[config.mk]
export PLATFORM = sky130hd
export DESIGN_NAME = multi_cycle_add_ctrl
export DESIGN_NICKNAME = d
export VERILOG_FILES = /design/src/rtl/multi_cycle_add_ctrl.sv
export SDC_FILE = /design/constraint.sdc
export NUM_CORES = 1
export LEC_CHECK = 0
export CAP_MARGIN = 40
export CORE_ASPECT_RATIO = 1.5
export CORE_MARGIN = 3
export CORE_UTILIZATION = 50
export CTS_BUF_LIST = sky130_fd_sc_hd__clkbuf_8
export DETAILED_ROUTE_END_ITERATION = 10
export PLACE_DENSITY = 0.76
export SKIP_LAST_GASP = 1
export SLEW_MARGIN = 20
export SYNTH_ARGS = -nofsm -noshare
export SYNTH_HDL_FRONTEND = slang
export SYNTH_SLANG_ARGS = --single-unit
[constraint.sdc]
create_clock -name clk -period 8.7 [get_ports clk]
set_input_delay 0.87 -clock clk [delete_from_list [all_inputs] [get_ports clk]]
set_output_delay 0.87 -clock clk [all_outputs]
set_load 0.005 [all_outputs]
[src/rtl/multi_cycle_add_ctrl.sv]
// Multi-cycle WIDTH-bit add/subtract sequencer. One CHUNK-bit ripple-carry slice
// is reused over NCHUNK cycles, with the carry held in a register between slices.
//
// state  | meaning
// IDLE   | waiting for a request, in_ready high
// RUN    | stepping slice k through the shared adder
// DONE   | result held, out_valid high until out_ready
module multi_cycle_add_ctrl #(
  parameter int WIDTH   = 64,
  parameter int CHUNK   = 16,
  parameter int USE_AOI = 0
) (
  input  logic             clk,
  input  logic             rst_n,
  input  logic             in_valid,
  output logic             in_ready,
  input  logic [WIDTH-1:0] in_a,
  input  logic [WIDTH-1:0] in_b,
  input  logic             in_sub,
  output logic             out_valid,
  input  logic             out_ready,
  output logic [WIDTH-1:0] out_sum,
  output logic             out_co,
  output logic             out_ovf
);

  localparam int NCHUNK = WIDTH / CHUNK;
  localparam int KW     = (NCHUNK > 1) ? $clog2(NCHUNK) : 1;
  localparam logic [KW-1:0] K_LAST = KW'(NCHUNK - 1);

  typedef enum logic [1:0] {
    S_IDLE = 2'd0,
    S_RUN  = 2'd1,
    S_DONE = 2'd2
  } state_t;

  state_t r_state;
  state_t w_next;

  logic [WIDTH-1:0] r_op_a;
  logic [WIDTH-1:0] r_op_b;
  logic [WIDTH-1:0] r_result;
  logic             r_carry;
  logic [KW-1:0]    r_k;
  logic             r_co;
  logic             r_ovf;

  logic [CHUNK-1:0] w_a_slice;
  logic [CHUNK-1:0] w_b_slice;
  logic [CHUNK-1:0] w_sum;
  logic [CHUNK:0]   w_c;
  logic             w_co;
  logic             w_last;
  logic             w_accept;

  always_comb begin
    w_a_slice = r_op_a[int'(r_k) * CHUNK +: CHUNK];
    w_b_slice = r_op_b[int'(r_k) * CHUNK +: CHUNK];
  end

  assign w_c[0]   = r_carry;
  assign w_co     = w_c[CHUNK];
  assign w_last   = (r_k == K_LAST);
  assign w_accept = (r_state == S_IDLE) && in_valid;

  // Shared ripple-carry slice; USE_AOI only changes the carry gate structure.
  for (genvar i = 0; i < CHUNK; i++) begin : g_rca
    logic w_p;
    assign w_p      = w_a_slice[i] ^ w_b_slice[i];
    assign w_sum[i] = w_p ^ w_c[i];
    if (USE_AOI != 0) begin : g_aoi
      assign w_c[i+1] = ~(~(w_a_slice[i] & w_b_slice[i]) & ~(w_p & w_c[i]));
    end else begin : g_ao
      assign w_c[i+1] = (w_a_slice[i] & w_b_slice[i]) | (w_p & w_c[i]);
    end
  end

  always_ff @(posedge clk or negedge rst_n) begin
    if (!rst_n) begin
      r_state <= S_IDLE;
    end else begin
      r_state <= w_next;
    end
  end

  always_comb begin
    w_next = r_state;
    case (r_state)
      S_IDLE:  if (in_valid) w_next = S_RUN;
      S_RUN:   if (w_last) w_next = S_DONE;
      S_DONE:  if (out_ready) w_next = S_IDLE;
      default: w_next = S_IDLE;
    endcase
  end

  always_comb begin
    in_ready  = (r_state == S_IDLE);
    out_valid = (r_state == S_DONE);
  end

  always_ff @(posedge clk or negedge rst_n) begin
    if (!rst_n) begin
      r_op_a   <= '0;
      r_op_b   <= '0;
      r_result <= '0;
      r_carry  <= 1'b0;
      r_k      <= '0;
      r_co     <= 1'b0;
      r_ovf    <= 1'b0;
    end else if (w_accept) begin
      r_op_a   <= in_a;
      r_op_b   <= in_sub ? ~in_b : in_b;
      r_result <= '0;
      r_carry  <= in_sub;
      r_k      <= '0;
      r_co     <= 1'b0;
      r_ovf    <= 1'b0;
    end else if (r_state == S_RUN) begin
      r_result[int'(r_k) * CHUNK +: CHUNK] <= w_sum;
      r_carry <= w_co;
      if (w_last) begin
        r_co  <= w_co;
        // Sign of the result comes straight from the top slice being written now.
        r_ovf <= (r_op_a[WIDTH-1] == r_op_b[WIDTH-1]) &&
                 (w_sum[CHUNK-1] != r_op_a[WIDTH-1]);
      end else begin
        r_k <= r_k + KW'(1);
      end
    end
  end

  assign out_sum = r_result;
  assign out_co  = r_co;
  assign out_ovf = r_ovf;

endmodule

# --- Word level (Yosys, flattened, before mapping) ---
# Cells that the tools add are included.
# W data, S select, Z words.
totals:
  reg_bits: 199
  out_inout_bits: 68
  wordCells: 131
classes:
  addsub: 2
  n_eq_ne: 9
  shift: 4
  muxes: 19
  bitwise_logic: 81
  reduce_logical: 8
op_table:
  columns: ["cell", "count"]
  rows:
  - ["$mux W64", 3]
  - ["$shiftx A64 B7 Y16", 2]
  - ["$bwmux W64", 1]
  - ["$not A64 Y64", 1]
  - ["$shift A16 B33 Y64 const A", 1]
  - ["$shiftx A16 B33 Y64", 1]
  - ["$neg A6 Y33", 1]
  - ["$and A1 B1 Y1", 32]
  - ["$xor A1 B1 Y1", 32]
  - ["$or A1 B1 Y1", 16]
  - ["$mux W2", 6]
  - ["$mux W1", 8]
  - ["$pmux W2 S3", 1]
  - ["$eq A2 B2 Y1 const B", 2]
  - ["$ne A2 B1 Y1 const B", 2]
  - ["$ne A2 B2 Y1 const B", 2]
  - ["$reduce_and A2 Y1", 2]
  - ["$reduce_bool A2 Y1", 2]
  - ["$reduce_and A3 Y1", 1]
  - ["$add A2 B1 Y2 const B", 1]
  - ["$eq A2 B1 Y1 const B", 1]
  - ["$logic_and A1 B1 Y1", 2]
  - ["$logic_not A2 Y1", 1]
  - ["$eq A1 B1 Y1", 1]
  - ["$ne A1 B1 Y1", 1]

# --- Longest topological paths before layout ---
# Gate-level depths: netlist of the first run.
depth:
  word_depth: 38
  depth_mapped: 24
  ltp_nobuf: 22

# --- Worst setup path after synthesis of the first run ---
# OpenSTA, ideal clock, no wires.
synth_path:
  path_kind: "register -> register"
  startpoint: "reg r_k[1]"
  endpoint: "reg r_ovf, in the netlist out_ovf"
  setup_time_ps: 121
  arrival_time_ps: 7554
  t_required_ps: 8579
  slack_ps: 1025
  path_stages_with_launch: 25
  period_less_slack_ps: 7675
  cell_sequence: "dfrtp_1 clkbuf_1 buf_1 mux4_2 fa_1 inv_1 fa_1 fa_1 fa_1 fa_1 fa_1 fa_1 fa_1 fa_1 fa_1 fa_1 fa_1 fa_1 fa_1 fa_1 inv_1 fa_1 nand2b_1 o22ai_1 a22o_1"
synth_via:
  elab_chain_len: 38
  elab_cells_between_ends: 72
  cone_classes: "2 x eq/ne; 2 x shift; 3 x mux; 62 x bitwise; 3 x reduce/logical"
synth_lines:
  columns: ["element", "line_no", "rtl"]
  rows:
  - ["from (decl)", "44", "logic [KW-1:0] r_k;"]
  - ["from (signal assigned)", "127", "r_k <= r_k + KW'(1);"]
  - ["$shiftx A64 B7 Y16 (on tied branches)", "57, 58", null]
  - ["$xor A1 B1 Y1", "69", "assign w_p = w_a_slice[i] ^ w_b_slice[i];"]
  - ["$and A1 B1 Y1", "74", "assign w_c[i+1] = (w_a_slice[i] & w_b_slice[i]) | (w_p & w_c[i]);"]
  - ["$or A1 B1 Y1", "74", null]
  - ["$and A1 B1 Y1", "74", null]
  - ["$or A1 B1 Y1", "74", null]
  - ["$and A1 B1 Y1", "74", null]
  - ["$or A1 B1 Y1", "74", null]
  - ["[22 not listed]", null, null]
  - ["$and A1 B1 Y1", "74", null]
  - ["$or A1 B1 Y1", "74", null]
  - ["$xor A1 B1 Y1", "70", "assign w_sum[i] = w_p ^ w_c[i];"]
  - ["$ne A1 B1 Y1", "125", "(w_sum[CHUNK-1] != r_op_a[WIDTH-1]);"]
  - ["$logic_and A1 B1 Y1", "124", "r_ovf <= (r_op_a[WIDTH-1] == r_op_b[WIDTH-1]) &&"]
  - ["$mux W1", "121", "if (w_last) begin"]
  - ["$mux W1", "118", "end else if (r_state == S_RUN) begin"]
  - ["$mux W1", "110", "end else if (w_accept) begin"]
  - ["to (signal assigned)", "124", null]
  - ["to (decl)", "46", "logic r_ovf;"]
# Parallel ways exist; a longest one is shown, timed or not. The select of a mux whose other input is x is not followed.
# A chain may end at the register's enable or synchronous reset.

# --- Worst setup path in the final report of the first run ---
# Ends and elaborated chain as after synthesis.

==> results of run 1 <==
==> worst max-delay path by stage <==
stage | cells after the start | startpoint | endpoint | slack (ns)
6_report | 22 | r_k[1] | out_ovf | 0.78
5_1_grt | 22 | r_k[0] | out_ovf | 0.52
4_1_cts | 22 | r_k[1] | out_ovf | 0.75
3_5_place_dp | 22 | r_k[1] | out_ovf | 0.79
3_3_place_gp | 22 | r_k[1] | out_ovf | 0.85
2_1_floorplan | 24 | r_k[1] | out_ovf | 1.02
==> sequential cells by signal (all words and copies together) (netlist names) <==
signal,flops
out_co,1
r_op_a,64
r_k,2
out_sum,64
r_carry,1
r_state,2
r_op_b,64
out_ovf,1
==> power groups by stage <==
| stage | combinational [mW] | sequential, mW | clock, mW |
|---|---|---|---|
| final | 2.42 | 1.63 | 0.592 |
| after global routing | 2.66 | 1.68 | 0.645 |
| after CTS | 2.43 | 1.63 | 0.603 |
| after detailed placement | 2.41 | 1.65 | 0 |
| after global placement | 2.32 | 1.61 | 0 |
| after floorplan | 1.61 | 1.53 | 0 |
==> cells in the final DEF (no fill, tap or decap), drive strengths merged, types with 13 or more instances in the layout <==
cell / n
dfrtp: 199
clkdlybuf4s50: 198
nor2: 70
a21oi: 66
mux2: 65
xnor2: 64
o2bb2ai: 58
inv: 42
mux4: 32
clkbuf: 18
fa: 16
buf: 13
==> kinds of logic (layout without fill, tap and decap cells) <==
group	Yosys count	in the layout	share of synthesized area (%)
AO/OA/AOI/OAI	143	143	10.9
XOR/XNOR	64	64	6.16
adder cells (fa/ha/maj)	20	20	4.07
buffers and inverters	85	279	3.92
flip-flops	199	199	54.7
multiplexers	97	97	16.0
other	0	1	0
AND/OR/NAND/NOR	90	90	4.26
==> routing by layer <==
| metal | global-route usage, % | vias to the layer above | routed length [um] |
|---|---|---|---|
| met5 | 0 | - | 0 |
| met4 | 9.69 | 0 | 561 |
| met3 | 3.56 | 38 | 837 |
| met2 | 39.8 | 192 | 11700 |
| met1 | 28.9 | 3074 | 8800 |
| li1 | - | 2814 | - |
==> cell type report <==
class / count / area share, %
Sequential cell: 199 / 42.5
Multi-Input combinational cell: 414 / 32.2
Timing Repair Buffer: 212 / 18.5
Tap cell: 213 / 2.27
Clock buffer: 17 / 2.00
Clock inverter: 15 / 1.41
Inverter: 35 / 1.12
Antenna cell: 1 / 0.0213
==> per-stage QoR <==
| stage | std cells | hold slack, ns | setup slack [ns] |
|---|---|---|---|
| 2_1_floorplan | 698 | 0.475 | 1.02 |
| 3_3_place_gp | 1069 | 0.471 | 0.847 |
| 3_5_place_dp | 1073 | 0.473 | 0.787 |
| 4_1_cts | 1105 | 0.242 | 0.749 |
| 5_1_grt | 1106 | 0.241 | 0.523 |
| 6_report | 1106 | 0.260 | 0.782 |
==> flow_summary.yaml, run 1 <==
drt:
  route.detailed.drc: 0
  vias: 6118
  ant_nets: 0
  drt_iter0_markers: 428
  vias_per_cell: 5.53
  routed_wl_mm: 21.9
  wl_per_cell_um: 19.8
  drtPass1Iterations: 4
floorplanning:
  dieArea_sq_um: 19900
  fp.dieW_um: 116
  die_h_um: 171
  core_area_sq_um: 17600
  rows: 59
  ios: 201
  initial_core_util_pct: 51.8
yosys:
  ys_ff_latch: 199
  synth_edf_count: 0
  synth_area_leaders: "dfrtp_1, mux2_2, mux4_2, xnor2_1, o2bb2ai_1"
  synthesis.area_sq_um: 9100
  ys_types: 30
  ys.flop_type: "dfrtp_1"
  async_flop_share_pct: 100
  yosys_warnings: 0
  synth_common_cells: "dfrtp_1, nor2_1, a21oi_1, mux2_2, xnor2_1"
  syn_area_per_cell_sq_um: 13.0
  synth_top_area_share_pct: 54.7
  syn_inst: 698
  synth.most_common_cell: "dfrtp_1"
  synth_top_area_cell: "dfrtp_1"
  yosysSeqAreaShare_pct: 54.7
  syn-num-nets: 851
worst_setup_path:
  required_ns: 9.06
  worst_r2r_path_depth: 22
  crit_family: "adder cells"
  worst-path-buf-inv: 2
  crit_chain: "mux4_2 -> fa_1 -> inv_1 -> fa_1 -> fa_1 -> fa_1 -> fa_1 -> fa_1 -> fa_1 -> fa_1 -> fa_1 -> fa_1 -> fa_1 -> fa_1 -> fa_1 -> fa_1 -> fa_1 -> inv_1 -> fa_1 -> nand2b_1 -> o22ai_1 -> a22o_1"
  path_common_cell: "fa_1"
  critPathArrivalTime_ns: 8.28
  endpoint_kind: "flip-flop"
  critPathMaxFanout: 20
  cpPeakStageDelay_ns: 0.71
  reg2reg_setup_slack_ns: 0.78
  crit_slowest_cell: "dfrtp_2"
  r2r_end: "out_ovf"
  crit_type: "reg -> reg"
  r2r_start: "r_k[1]"
  cp-start-kind: "flip-flop"
clock_network:
  cts_setup_buffers: 0
  clk_pin_slew_ns: 0.10
  root_buffer: "clkbuf_8"
  cts.sinks: 199
  cts_buffer_depth: 2
  post_cts_resized: 0
  clk_latency_ns: 0.47
  cts_hold_buffers: 0
  cts_made_buffers: 17
  h-tree-depth: 4
  cts_tree: "built"
timing:
  rsz0062_at_grt: "false"
  clock.fmax_mhz: 126
  min_period_ns: 7.92
  worst_pin_slew_ns: 0.701
  slew_headroom_pct: 53.3
  setup_viol: 0
  hold_viol_final: 0
  drv_slew: 0
  finalCritPeriodShare_pct: 91.0
  finClkSkew_ns: 0.0147
  finalSetupTns_ns: 0
status:
  status: "finished, final reports clean"
power:
  power_mw: 4.64
  seqPwrFrac_pct: 35.1
  p_int_mw: 2.80
  switching_power_mw: 1.84
  power_density_nw_per_um2: 396
  p_comb_share_pct: 52.1
  clock_power_share_pct: 12.8
  swShare_pct: 39.7
  ir_worst_vdd_mv: 0.213
  power.leakage_nw: 4.79
finish:
  fillCellCount: 1297
  synthToLayoutAreaGrowth_pct: 28.8
  multi_input_area_sq_um: 3770
  stdcell_area_sq_um: 11700
  post-route-util_pct: 66.7
  seqCellArea_sq_um: 4980
  drive_gt1_share_pct: 16.6
  nNetsFinal: 1032
run:
  max_cap_violations: 0
place:
  dp_hpwl_mm: 16.4
  globalplace.congestion: 0.786
  placed_area_sq_um: 11300
  io_buffer_count: 200
min_path:
  hp-class: "in -> async"
global_route:
  grt_antenna_before_repair: 1
  grt_pass1_vias: 6690
  grt_use_total_pct: 23.1
  grt-ovfl-total: 0
  grt_max_degree: 99
  grt_pass1_wl_mm: 35.0
Note: power is estimated with default switching activity, not from simulation.
==> run 2: changes to the inputs <==
Settings changed: CORE_UTILIZATION 50 to 43, PLACE_DENSITY 0.76 to 0.67.
==> run 2 against run 1 <==
- critical path depth unchanged
- worst setup slack improved by 0.12 ns
- register-to-register slack better by 0.12 ns
- total power increased by 0.88%
- sequential share of layout area decreased by 0.43 points
- final area increased by 1.0%
- sequential power is essentially flat
- critical path type unchanged
==> flow_summary.yaml, run 2 (synthesis gave the netlist of run 1 again) <==
status:
  status: "finished, final reports clean"
global_route:
  grt_antenna_before_repair: 0
  grt-ovfl-total: 0
  grt_pass1_vias: 6543
  grt_use_total_pct: 19.6
  grt_pass1_wl_mm: 35.2
  grt_max_degree: 79
timing:
  worst_pin_slew_ns: 0.724
  slew_headroom_pct: 51.8
  setup_slack_ns: 0.897
  rsz0062_at_grt: "false"
  hold_slack_ns: 0.348
  finalSetupTns_ns: 0
  finClkSkew_ns: 0.0199
  min_period_ns: 7.80
  setup_viol: 0
  hold_viol_final: 0
  drv_slew: 0
  clock.fmax_mhz: 128
  finalCritPeriodShare_pct: 89.7
floorplanning:
  dieArea_sq_um: 23000
  rows: 64
  fp.dieW_um: 125
  die_h_um: 184
  ios: 201
  core_area_sq_um: 20600
  initial_core_util_pct: 44.2
place:
  post-place-ws_ns: 0.896
  io_buffer_count: 200
  dp_hpwl_mm: 16.9
  dp.cells: 1124
  globalplace.congestion: 0.816
drt:
  vias: 6164
  ant_nets: 0
  vias_per_cell: 5.33
  drtPass1Iterations: 5
  route.detailed.drc: 0
  drt_iter0_markers: 372
  routed_wl_mm: 22.3
  wl_per_cell_um: 19.3
worst_setup_path:
  critPathArrivalTime_ns: 8.16
  reg2reg_setup_slack_ns: 0.90
  cp-start-kind: "flip-flop"
  r2r_end: "out_ovf"
  r2r_start: "r_k[0]"
  required_ns: 9.06
  critPathMaxFanout: 9
  crit_type: "reg -> reg"
  worst_r2r_path_depth: 22
  endpoint_kind: "flip-flop"
clock_network:
  cts_buffer_depth: 2
  root_buffer: "clkbuf_8"
  h-tree-depth: 4
  cts_setup_buffers: 0
  cts_hold_buffers: 0
  post_cts_resized: 0
  cts_made_buffers: 17
  cts_tree: "built"
  cts.sinks: 199
  clk_pin_slew_ns: 0.10
  clk_latency_ns: 0.47
run:
  max_cap_violations: 0
finish:
  synthToLayoutAreaGrowth_pct: 30.2
  antenna_cells: 0
  finalNonFillerCells: 1156
  final_cell_mix: "clkdlybuf4s50_1, dfrtp_1, nor2_1, a21oi_1, mux2_2"
  drive_gt1_share_pct: 16.6
  nNetsFinal: 1032
  mostFrequentLayoutCell: "clkdlybuf4s50_1"
power:
  power_density_nw_per_um2: 395
  ir_worst_vdd_mv: 0.257
  power.leakage_nw: 4.82
min_path:
  hp-class: "in -> async"
## run 2: cell types whose count changed in the layout (fill, tap and decap cells not counted)
cell / previous run / this run
clkinv_4: 4 / 3
buf_16: 4 / 3
buf_12: 0 / 2
inv_6: 4 / 2
clkinv_2: 0 / 1
diode_2: 1 / 0
clkinv_8: 1 / 0
buf_4: 9 / 8
bufinv_16: 1 / 4
## run 2: how the worst max path moves through the flow
stage / start / slack [ns] / cells past startpoint / to
after global routing: r_k[0] / 0.65 / 22 / out_ovf
after global placement: r_k[0] / 0.93 / 22 / out_ovf
final: r_k[0] / 0.90 / 22 / out_ovf
after detailed placement: r_k[0] / 0.90 / 22 / out_ovf
after floorplan: r_k[1] / 1.02 / 24 / out_ovf
after CTS: r_k[0] / 0.85 / 22 / out_ovf
## run 2: power by group
group	total [mW]	switching (mW)	internal, mW
registers	1.63	0.278	1.35
clock network	0.664	0.343	0.322
logic	2.39	1.18	1.21
total	4.68	1.80	2.87
## run 2: cell type report
cell class,instances,area (sq um)
fill,1741,8740
inverter,35,131
clock buffer,17,234
sequential,199,4980
multi-input combinational,414,3770
clock inverter,15,218
timing repair buffer,212,2180
tap,264,330
## run 2: stage by stage
step	total power, mW	util, %	cell area [sq um]
floorplan	3.14	-	9100
global placement	3.93	54.8	11300
detailed placement	4.05	55.4	11400
CTS	4.72	57.6	11800
global route	4.99	57.6	11800
finish	4.68	57.6	11800
## run 2: critical path: stages, from the launching register on
cell,delay (ns)
dfrtp_2,0.53
mux4_2,0.39
fa_1,0.17
inv_1,0.05
fa_1,0.37
fa_1,0.39
fa_1,0.38
fa_1,0.41
fa_1,0.42
fa_1,0.41
fa_1,0.42
fa_1,0.39
fa_1,0.40
fa_1,0.40
fa_1,0.40
fa_1,0.41
fa_1,0.40
fa_1,0.38
inv_1,0.11
fa_1,0.51
nand2b_1,0.11
o22ai_1,0.07
a22o_1,0.18
## run 2: metal layers
| layer | track usage, % | vias up | part of all wire (%) |
|---|---|---|---|
| met4 | 6.06 | 0 | 1.8 |
| met3 | 3.10 | 21 | 4.1 |
| met5 | 0 | - | 0 |
| met2 | 35.9 | 194 | 55 |
| met1 | 23.7 | 3134 | 40 |
| li1 | - | 2815 | - |
==> run 3: changes to the inputs <==
Clock period 8.7 ns to 9 ns, I/O delays scaled along.
==> run 3 against run 2 <==
- combinational power down 4%
- fmax down 1.6%
- final cell count about the same
- via count up 0.67%
- non-clock buffer count down 1
- worst setup slack better by 0.17 ns
- wire length up 0.85%
- final area down 0.37%
- register-to-register slack better by 0.17 ns
- total power down 4.4%
- clock power down 11%
- sequential power down 3%
- critical path type unchanged
- largest cell class unchanged
- largest power group unchanged
==> flow_summary.yaml, run 3 (synthesis gave the netlist of run 1 again) <==
status:
  status: "finished, final reports clean"
worst_setup_path:
  cp-start-kind: "flip-flop"
  crit_chain: "mux4_2 -> fa_1 -> inv_1 -> fa_1 -> fa_1 -> fa_1 -> fa_1 -> fa_1 -> fa_1 -> fa_1 -> fa_1 -> fa_1 -> fa_1 -> fa_1 -> fa_1 -> fa_1 -> fa_1 -> inv_1 -> fa_1 -> nand2b_1 -> o22ai_1 -> a22o_1"
  endpoint_kind: "flip-flop"
  r2r_end: "out_ovf"
  required_ns: 9.36
  worst_r2r_path_depth: 22
  cpPeakStageDelay_ns: 0.60
  crit_type: "reg -> reg"
  crit_path_start: "r_k[0]"
  reg2reg_setup_slack_ns: 1.07
  path_common_cell: "fa_1"
  critPathMaxFanout: 19
  r2r_start: "r_k[0]"
  crit_slowest_cell: "dfrtp_2"
  critPathArrivalTime_ns: 8.29
timing:
  drv_slew: 0
  finalCritPeriodShare_pct: 88.1
  setup_viol: 0
  worst_pin_slew_ns: 0.734
  rsz0062_at_grt: "false"
  min_period_ns: 7.93
  finClkSkew_ns: 0.0193
  hold_slack_ns: 0.400
  setup_slack_ns: 1.07
  finalSetupTns_ns: 0
  slew_headroom_pct: 51.0
  clock.fmax_mhz: 126
  hold_viol_final: 0
drt:
  drt_iter0_markers: 368
  ant_nets: 0
  drtPass1Iterations: 4
  vias: 6205
  route.detailed.drc: 0
  wl_per_cell_um: 19.5
  routed_wl_mm: 22.5
  vias_per_cell: 5.37
global_route:
  grt_antenna_before_repair: 0
  grt_pass1_wl_mm: 35.4
  grt_use_total_pct: 19.7
  grt-ovfl-total: 0
  grt_pass1_vias: 6654
  grt_max_degree: 69
clock_network:
  h-tree-depth: 4
  cts_made_buffers: 17
  cts_hold_buffers: 0
  root_buffer: "clkbuf_8"
  post_cts_resized: 0
  clk_pin_slew_ns: 0.11
  cts_tree: "built"
  cts.sinks: 199
  clk_latency_ns: 0.46
  cts_buffer_depth: 2
  cts_setup_buffers: 0
power:
  power.leakage_nw: 4.80
  ir_worst_vdd_mv: 0.218
  power_density_nw_per_um2: 379
  power_mw: 4.47
finish:
  final_cell_mix: "clkdlybuf4s50_1, dfrtp_1, nor2_1, a21oi_1, mux2_2"
  drive_gt1_share_pct: 16.5
  mostFrequentLayoutCell: "clkdlybuf4s50_1"
  nNetsFinal: 1031
  multi_input_area_sq_um: 3770
  seqCellArea_sq_um: 4980
  antenna_cells: 0
  post-route-util_pct: 57.3
  stdcell_area_sq_um: 11800
  fillCellCount: 1694
  finalNonFillerCells: 1155
  synthToLayoutAreaGrowth_pct: 29.7
place:
  globalplace.congestion: 0.822
  dp_hpwl_mm: 17.1
  post-place-ws_ns: 1.02
  placed_area_sq_um: 11400
  dp.cells: 1123
  io_buffer_count: 200
floorplanning:
  fp.dieW_um: 125
  rows: 64
  die_h_um: 184
  initial_core_util_pct: 44.2
  dieArea_sq_um: 23000
  ios: 201
  core_area_sq_um: 20600
min_path:
  hp-class: "in -> async"
run:
  max_cap_violations: 0
[run 3: where the power goes]
group	switching [mW]	internal, mW
Clock	0.331	0.263
Sequential	0.279	1.30
Combinational	1.13	1.16
Total	1.75	2.73
[run 3: worst max path at each step]
stage,to,slack [ns],cells after the start
detailed placement,out_ovf,1.02,21
CTS,out_ovf,0.99,21
global route,out_ovf,0.72,21
global placement,out_ovf,1.11,22
finish,out_ovf,1.07,22
floorplan,out_ovf,1.32,24
[run 3: layout make-up]
type	instances	share of cell area, %
clock inverter	14	1.42
multi-input combinational	414	31.9
timing repair buffer	211	18.4
sequential	199	42.2
tap	264	2.80
inverter	35	1.11
clock buffer	18	2.10
[run 3: critical path: cells and delay by family, from the launching register on]
| kind | cells | cell delay [ns] |
|---|---|---|
| AOI/OAI and AO/OA | 2 | 0.25 |
| adders and majority gates | 16 | 6.28 |
| buffers and inverters | 2 | 0.15 |
| DFF | 1 | 0.60 |
| muxes | 1 | 0.43 |
| and+or+nand+nor | 1 | 0.11 |
[run 3: per-layer routing]
metal	part of all wire (%)	routed length [um]	track usage [%]
met5	0	0	0
met4	3.4	757	7.90
met3	3.7	837	2.81
met2	53	12000	35.6
met1	40	8930	23.8
